File: config.mk
export PLATFORM = sky130hd
export DESIGN_NAME = result_display
export DESIGN_NICKNAME = d
export VERILOG_FILES = /design/src/rtl/result_display.sv
export SDC_FILE = /design/constraint.sdc
export NUM_CORES = 1
export LEC_CHECK = 0
export CAP_MARGIN = 10
export CORE_ASPECT_RATIO = 1.25
export CORE_UTILIZATION = 33
export CTS_CLUSTER_SIZE = 28
export DETAILED_ROUTE_END_ITERATION = 7
export DONT_BUFFER_PORTS = 1
export PLACE_DENSITY = 0.51
export RECOVER_POWER = 50
export SETUP_SLACK_MARGIN = 0.5
export SLEW_MARGIN = 20
export SYNTH_ARGS = -nofsm -noshare
export SYNTH_HDL_FRONTEND = slang
export SYNTH_SLANG_ARGS = --single-unit
File: constraint.sdc
create_clock -name clk -period 9.99 [get_ports clk]
set_input_delay 0.999 -clock clk [delete_from_list [all_inputs] [get_ports clk]]
set_output_delay 0.999 -clock clk [all_outputs]
set_load 0.02 [all_outputs]
File: src/rtl/result_display.sv
// rtl/result_display.sv - ALU result to 4-digit multiplexed seven-segment display
// Sequential double-dabble conversion, sign/blanking/overflow formatting, digit scan.
module result_display #(
    parameter int SCAN_DIV = 50000
) (
    input  logic        clk,
    input  logic        rst,
    input  logic [15:0] value,
    input  logic        neg,
    output logic [6:0]  seg,
    output logic [3:0]  an,
    output logic        busy,
    output logic        ovf
);
    localparam logic [1:0] IDLE    = 2'd0;
    localparam logic [1:0] CONVERT = 2'd1;
    localparam logic [1:0] LOAD    = 2'd2;

    localparam int SW = (SCAN_DIV > 2) ? $clog2(SCAN_DIV) : 1;

    localparam logic [6:0] SEG_BLANK = 7'h7F;
    localparam logic [6:0] SEG_MINUS = 7'h3F;
    localparam logic [6:0] SEG_E     = 7'h06;
    localparam logic [6:0] SEG_R     = 7'h2F;

    logic [1:0]    state;
    logic [15:0]   snap_v;
    logic          snap_n;
    logic          dirty;
    logic [15:0]   shift;
    logic [19:0]   bcd;
    logic [19:0]   adj;
    logic [3:0]    step;
    logic [6:0]    p [4];
    logic [6:0]    fmt [4];
    logic          fmt_ovf;
    logic [SW-1:0] scan_cnt;
    logic [1:0]    idx;

    function automatic logic [6:0] digit_seg(input logic [3:0] d);
        case (d)
            4'd0:    digit_seg = 7'h40;
            4'd1:    digit_seg = 7'h79;
            4'd2:    digit_seg = 7'h24;
            4'd3:    digit_seg = 7'h30;
            4'd4:    digit_seg = 7'h19;
            4'd5:    digit_seg = 7'h12;
            4'd6:    digit_seg = 7'h02;
            4'd7:    digit_seg = 7'h78;
            4'd8:    digit_seg = 7'h00;
            4'd9:    digit_seg = 7'h10;
            default: digit_seg = SEG_BLANK;
        endcase
    endfunction

    assign busy = (state != IDLE);

    always_comb begin
        adj = '0;
        for (int i = 0; i < 5; i++) begin
            adj[i*4 +: 4] = (bcd[i*4 +: 4] >= 4'd5) ? bcd[i*4 +: 4] + 4'd3 : bcd[i*4 +: 4];
        end
    end

    // Leading-zero blanking; the minus sign sits just left of the top shown digit.
    always_comb begin
        fmt[0] = digit_seg(bcd[3:0]);
        fmt[1] = (bcd[15:4] != 12'd0) ? digit_seg(bcd[7:4])   : SEG_BLANK;
        fmt[2] = (bcd[15:8] != 8'd0)  ? digit_seg(bcd[11:8])  : SEG_BLANK;
        fmt[3] = (bcd[15:12] != 4'd0) ? digit_seg(bcd[15:12]) : SEG_BLANK;
        fmt_ovf = 1'b0;
        if (bcd[19:16] != 4'd0 || (snap_n && bcd[15:12] != 4'd0)) begin
            fmt[3]  = SEG_BLANK;
            fmt[2]  = SEG_E;
            fmt[1]  = SEG_R;
            fmt[0]  = SEG_R;
            fmt_ovf = 1'b1;
        end else if (snap_n && bcd[11:0] != 12'd0) begin
            if (bcd[11:8] != 4'd0)     fmt[3] = SEG_MINUS;
            else if (bcd[7:4] != 4'd0) fmt[2] = SEG_MINUS;
            else                       fmt[1] = SEG_MINUS;
        end
    end

    always_ff @(posedge clk or posedge rst) begin
        if (rst) begin
            state  <= IDLE;
            snap_v <= '0;
            snap_n <= 1'b0;
            dirty  <= 1'b1;
            shift  <= '0;
            bcd    <= '0;
            step   <= '0;
            ovf    <= 1'b0;
            for (int i = 0; i < 4; i++) p[i] <= SEG_BLANK;
        end else begin
            case (state)
                IDLE: begin
                    if (dirty || {value, neg} != {snap_v, snap_n}) begin
                        snap_v <= value;
                        snap_n <= neg;
                        shift  <= value;
                        dirty  <= 1'b0;
                        bcd    <= '0;
                        step   <= '0;
                        state  <= CONVERT;
                    end
                end
                CONVERT: begin
                    bcd   <= {adj[18:0], shift[15]};
                    shift <= {shift[14:0], 1'b0};
                    step  <= step + 4'd1;
                    if (step == 4'd15) state <= LOAD;
                end
                LOAD: begin
                    for (int i = 0; i < 4; i++) p[i] <= fmt[i];
                    ovf   <= fmt_ovf;
                    state <= IDLE;
                end
                default: state <= IDLE;
            endcase
        end
    end

    always_ff @(posedge clk or posedge rst) begin
        if (rst) begin
            scan_cnt <= '0;
            idx      <= 2'd0;
            seg      <= SEG_BLANK;
            an       <= 4'b1110;
        end else begin
            if (scan_cnt == SW'(SCAN_DIV - 1)) begin
                scan_cnt <= '0;
                idx      <= idx + 2'd1;
            end else begin
                scan_cnt <= scan_cnt + 1'b1;
            end
            seg <= p[idx];
            an  <= ~(4'b0001 << idx);
        end
    end
endmodule

# --- Word level (Yosys, flattened, before mapping) ---
# Memory sizes are Yosys's and may differ from the RTL's.
# Index checks and enable logic that the tools add are counted.
op_classes:
  add_sub_neg: 8
  shifts: 1
  n_bitwise: 2
  magnitude_cmp: 6
  n_reduce_logical: 17
  muxes: 29
  eq_ne: 7
op_table:
  columns: ["operator", "count"]
  rows:
  - ["two-way mux 7 bit", 9]
  - ["two-way mux 21 bit", 2]
  - ["case mux 20 bit (2 select lines)", 1]
  - ["two-way mux 16 bit", 2]
  - ["case mux 16 bit (2 select lines)", 1]
  - ["nonzero test 12 bit", 2]
  - [">= comparator 4 x 3 -> 1 bit (second input constant)", 5]
  - ["two-way mux 20 bit", 1]
  - ["two-way mux 4 bit", 5]
  - ["!= test 17 bit", 1]
  - ["adder 16 x 1 -> 16 bit (second input constant)", 1]
  - ["adder 4 x 2 -> 4 bit (second input constant)", 4]
  - ["== test 16 bit (second input constant)", 1]
  - ["nonzero test 4 bit", 4]
  - ["binary-select mux 7 bit (select 2 bit)", 1]
  - ["two-way mux 14 bit", 1]
  - ["case mux 4 bit (2 select lines)", 1]
  - ["nonzero test 8 bit", 1]
  - ["AND reduction 2 bit", 3]
  - ["adder 4 x 1 -> 4 bit (second input constant)", 1]
  - ["== test 4 bit (second input constant)", 1]
  - ["two-way mux 2 bit", 2]
  - ["!= test 2 bit (second input constant)", 2]
  - ["inverter 4 bit", 1]
  - ["14 further kinds", 17]
word_totals:
  in_bits: 19
  memories: 4
  regBits: 118
  rom_bits: 448
  out_inout_bits: 13
  wordCells: 90
memory_table:
  columns: ["name", "words", "width", "read_ports", "rd_clocked_by_memory_dff", "wr", "line_no", "text"]
  rows:
  - ["(name not given)", 16, 7, 1, 0, 0, "41", "case (d)"]
  - ["(name not given)", 16, 7, 1, 0, 0, "41", null]
  - ["(name not given)", 16, 7, 1, 0, 0, "41", null]
  - ["(name not given)", 16, 7, 1, 0, 0, "41", null]

# --- Longest topological paths before layout ---
depth:
  depth_word: 6
  depth_mapped: 7
  mapped_depth_nobuf: 7

# --- Least setup slack after synthesis ---
# OpenSTA, ideal clock, no wires.
synth_path:
  kind: "input to register"
  startpoint: "input value[14]"
  endpoint: "register bcd[1]"
  t_arrival_ns: 2.344
  required_time_ns: 9.907
  setup_ns: 0.083
  path_buffers: 1
  path_slack_ns: 7.563
  stages: 6
  path_cell_list: "xor2_1 nor4_1 nand3_1 o31a_1 buf_2 o22ai_1"
synth_between:
  elab_chain_len: 4
synth_rtl:
  columns: ["item", "line_no", "text"]
  rows:
  - ["start: declaration", "8", "input logic [15:0] value,"]
  - ["!= test 17 bit", "99", "if (dirty || {value, neg} != {snap_v, snap_n}) begin"]
  - ["logical OR 1 bit", "99", null]
  - ["!= test 2 bit (no line)", null, null]
  - ["AND reduction 2 bit (no line)", null, null]
  - ["end signal: assignment", "110", "bcd <= {adj[18:0], shift[15]};"]
  - ["end: declaration", "31", "logic [19:0] bcd;"]
# Every way passes these cells.
# A chain may end at the register's enable or synchronous reset.

==> flow_summary_export.csv <==
group,metric,value,unit
floorplan,die_area,0.0199,sq mm
sta,layout_min_cycle_time,4.81,ns
global_routing,antenna_found_initial,0,
cells_and_area,final_nets,666,
yosys,synth_cells,627,
yosys,ys_ff_latch,118,
clocking,cts_hold_buf,0,
clocking,htreeDepth,4,
sta,slew_headroom,-102,%
yosys,synth_top_cell_area_share,31.0,%
clocking,postCtsSetupBuffers,0,
yosys,ys_seq_area_share,47.1,%
power_and_ir_drop,switching_power,0.000837,W
sta,setup_ws,5.18,ns
setup_path,rr_worst_depth,7,
drt,drt_pass1_iterations,5,
worst_hold_path,hold_path.class,"flop to flop",
yosys,synth_xor_area_share,5.08,%
power_and_ir_drop,vdd_ir_drop_max,0.155,mV
sta,worst_slew_pin_slew,3.01,ns
yosys,syn_avg_cell_area,10.2,sq um
setup_path,path_cells,"clkinvlp_2 -> clkbuf_1",
setup_path,critPathMaxFanout,69,
clocking,clk_pin_slew,0.05,ns
place,io_buffer_count,0,
sta,drv_slew,121,
cells_and_area,fillers,1857,
worst_hold_path,whs_path_depth,2,
setup_path,cpPeakStageDelay,2.03,ns
clocking,clock_path_buffers,2,
worst_hold_path,min_from,"p[25]",
yosys,yosys.area.top_type,"dfrtp_1",
sta,hold_viol_final,0,
yosys,synth_compound_area_share,16.6,%
place,post-place-ws,6.76,ns
yosys,synth_edf_count,0,
drt,totalWireLength,13.5,mm
power_and_ir_drop,comb_power_share,33.9,%
power_and_ir_drop,power,0.00233,W
global_routing,grt_overflow,0,
yosys,ys_warn_count,0,
floorplan,die_h,157,microns
job,cap_violations,2,
drt,drtAntennaViolNets,0,
global_routing,grt_max_degree,70,
yosys,synth_fp_nets,677,
setup_path,r2r_slack,7.13,ns
power_and_ir_drop,switching_share,36.0,%
clocking,ctsResizeCount,0,
drt,drt_iter0_drc,155,
yosys,async_flop_share,100,%
power_and_ir_drop,p_per_area,324,mW/mm^2
yosys,synth_top_family_by_area,"compound AO/OA/AOI/OAI gates",
clocking,cts_tree,"done",
setup_path,critPathLaunchType,"primary input",
place,place_congestion,0.825,
sta,fin_crit_sh,48.2,%
power_and_ir_drop,p_int,0.00149,W
setup_path,cp.buffers_inverters,2,
yosys,syn_area,0.00637,sq mm
setup_path,critPathKind,"primary input to async pin",
setup_path,path_delay_family,"buffers and inverters",
yosys,synth_simple_gate_area_share,15.3,%
yosys,ys_types,58,
worst_hold_path,min_to,"p[25]",
floorplan,ioPinCount,32,
cells_and_area,drive_gt1_share,14.6,%
clocking,cts.sinks,118,
setup_path,required,9.93,ns
setup_path,critical-path-slowest-cell,"clkbuf_1",
cells_and_area,syn2layout_area_growth,12.9,%
sta,setup-tns-final,0,ns
drt,drc_errors,0,
setup_path,r2r_start,"bcd[12]",
yosys,yosys.cell_count.top_type,"dfrtp_1",
setup_path,end_kind,"async pin",
global_routing,grt_pass1_vias,4496,
global_routing,grt.total_usage,14.9,%
global_routing,grt_pass1_wl,23.1,mm
power_and_ir_drop,clockPowerShare,27.0,%
setup_path,worstReg2RegEnd,"p[4]",
place,hpwlAfterDp,9.17,mm
run_status,status,"complete, but fails checks",
sta,rsz0062_at_grt,"no",
sta,final-setup-viol-count,0,
floorplan,rows,56,
sta,clock_skew,0.0167,ns
drt,viasPerCell,5.21,
run_status,violations,"max-capacitance violations, max-slew violations",
drt,routedWlPerCell,15.6,microns
clocking,clock_latency,0.42,ns
floorplan,die_w,126,microns
clocking,cts_buffers,17,
setup_path,cp.arrival,4.75,ns
clocking,cts_root_buf,"clkbuf_16",
sta,fmax,208,MHz
floorplan,initial_core_util,33.8,%
yosys,synth.mux.area_fraction,5.95,%
yosys,synth_area_leaders,"dfrtp_1, dfstp_2, ha_1",
global_routing,grtUsageMet3,3.54,%
drt,vias,4486,
yosys,synth_fa_ha_area_share,6.09,%
cells_and_area,n_antenna_cell,0,
global_routing,grtUsageMet1,18.9,%
global_routing,busiest_layer,"met2",
global_routing,met2_usage,24.5,%
power_and_ir_drop,seqPwrFrac,39.0,%
yosys,synth_flop_cell,"dfrtp_1",
yosys,synthTopCellsByCount,"dfrtp_1, nand2_1, nor2_1",
floorplan,coreArea,0.0188,sq mm
power_and_ir_drop,p_leak,3.02,nW
## state kept, by name (all words and copies together) (netlist names)
register,count
snap_v,16
step,4
shift,16
scan_cnt,16
p,28
bcd,20
dirty,1
ovf,1
an,4
idx,2
snap_n,1
state,2
seg,7
## cell families after synthesis
kind of cell	count (synthesis)
flip-flops	118
AND/OR/NAND/NOR	198
AO/OA/AOI/OAI	153
buffers and inverters	63
adder cells (fa/ha/maj)	31
XOR/XNOR	37
multiplexers	27
## power groups by stage
stage / Combinational [W] / Sequential [W] / Clock [W]
finish: 0.000790 / 0.000908 / 0.000630
global route: 0.000902 / 0.000942 / 0.000667
CTS: 0.000789 / 0.000913 / 0.000649
detailed placement: 0.000785 / 0.000921 / 0
global placement: 0.000773 / 0.000914 / 0
floorplan: 0.000691 / 0.000828 / 0
## per-stage QoR
step / utilization (%) / area (sq um) / hold slack (ns) / cells
floorplan: - / 6370 / 0.437 / 627
global placement: 34.8 / 6560 / 0.452 / 828
detailed placement: 34.8 / 6560 / 0.453 / 828
CTS: 38.1 / 7170 / 0.462 / 860
global route: 38.2 / 7200 / 0.485 / 861
finish: 38.2 / 7200 / 0.459 / 861
## worst max path at each step
stage	startpoint	endpoint	slack, ns	cells after the start
6_report	rst	scan_cnt[14]	5.18	2
5_1_grt	rst	scan_cnt[2]	4.15	2
4_1_cts	bcd[12]	p[4]	7.09	7
3_5_place_dp	value[1]	bcd[5]	6.76	5
3_3_place_gp	value[14]	bcd[4]	6.84	5
2_1_floorplan	rst	an[0]	5.93	1
## layout by cell type, fill, tap and decap left out, types with 8 or more instances in the layout
master / Yosys / routed
dfrtp_1: 79 / 79
nand2_1: 65 / 65
nor2_1: 47 / 46
o21ai_0: 38 / 38
ha_1: 31 / 31
dfstp_2: 39 / 29
inv_1: 29 / 28
a21oi_1: 23 / 23
xnor2_1: 19 / 19
xor2_1: 18 / 18
mux2_2: 17 / 17
clkbuf_16: 0 / 17
a211o_1: 14 / 14
nor4b_1: 13 / 13
a31oi_1: 13 / 13
nand3_1: 12 / 12
nor3_1: 12 / 12
nand2b_1: 11 / 11
o22ai_1: 10 / 10
dfstp_1: 0 / 10
a22o_1: 9 / 9
o211ai_1: 8 / 8
a21o_1: 8 / 8
## routing by layer
layer / wire length [microns] / part of all wire [%]
met5: 0 / 0
met2: 6500 / 48
met3: 448 / 3.3
met1: 6270 / 47
met4: 235 / 1.7
## cell type report
class / instances / area, sq um / share of cell area (%)
multi-input combinational: 446 / 3140 / 43.6
sequential: 118 / 3000 / 41.7
clock buffer: 25 / 495 / 6.88
tap: 232 / 290 / 4.03
clock inverter: 7 / 118 / 1.63
inverter: 29 / 110 / 1.53
timing repair buffer: 4 / 46.3 / 0.643
Note: power is estimated with default switching activity, not from simulation.
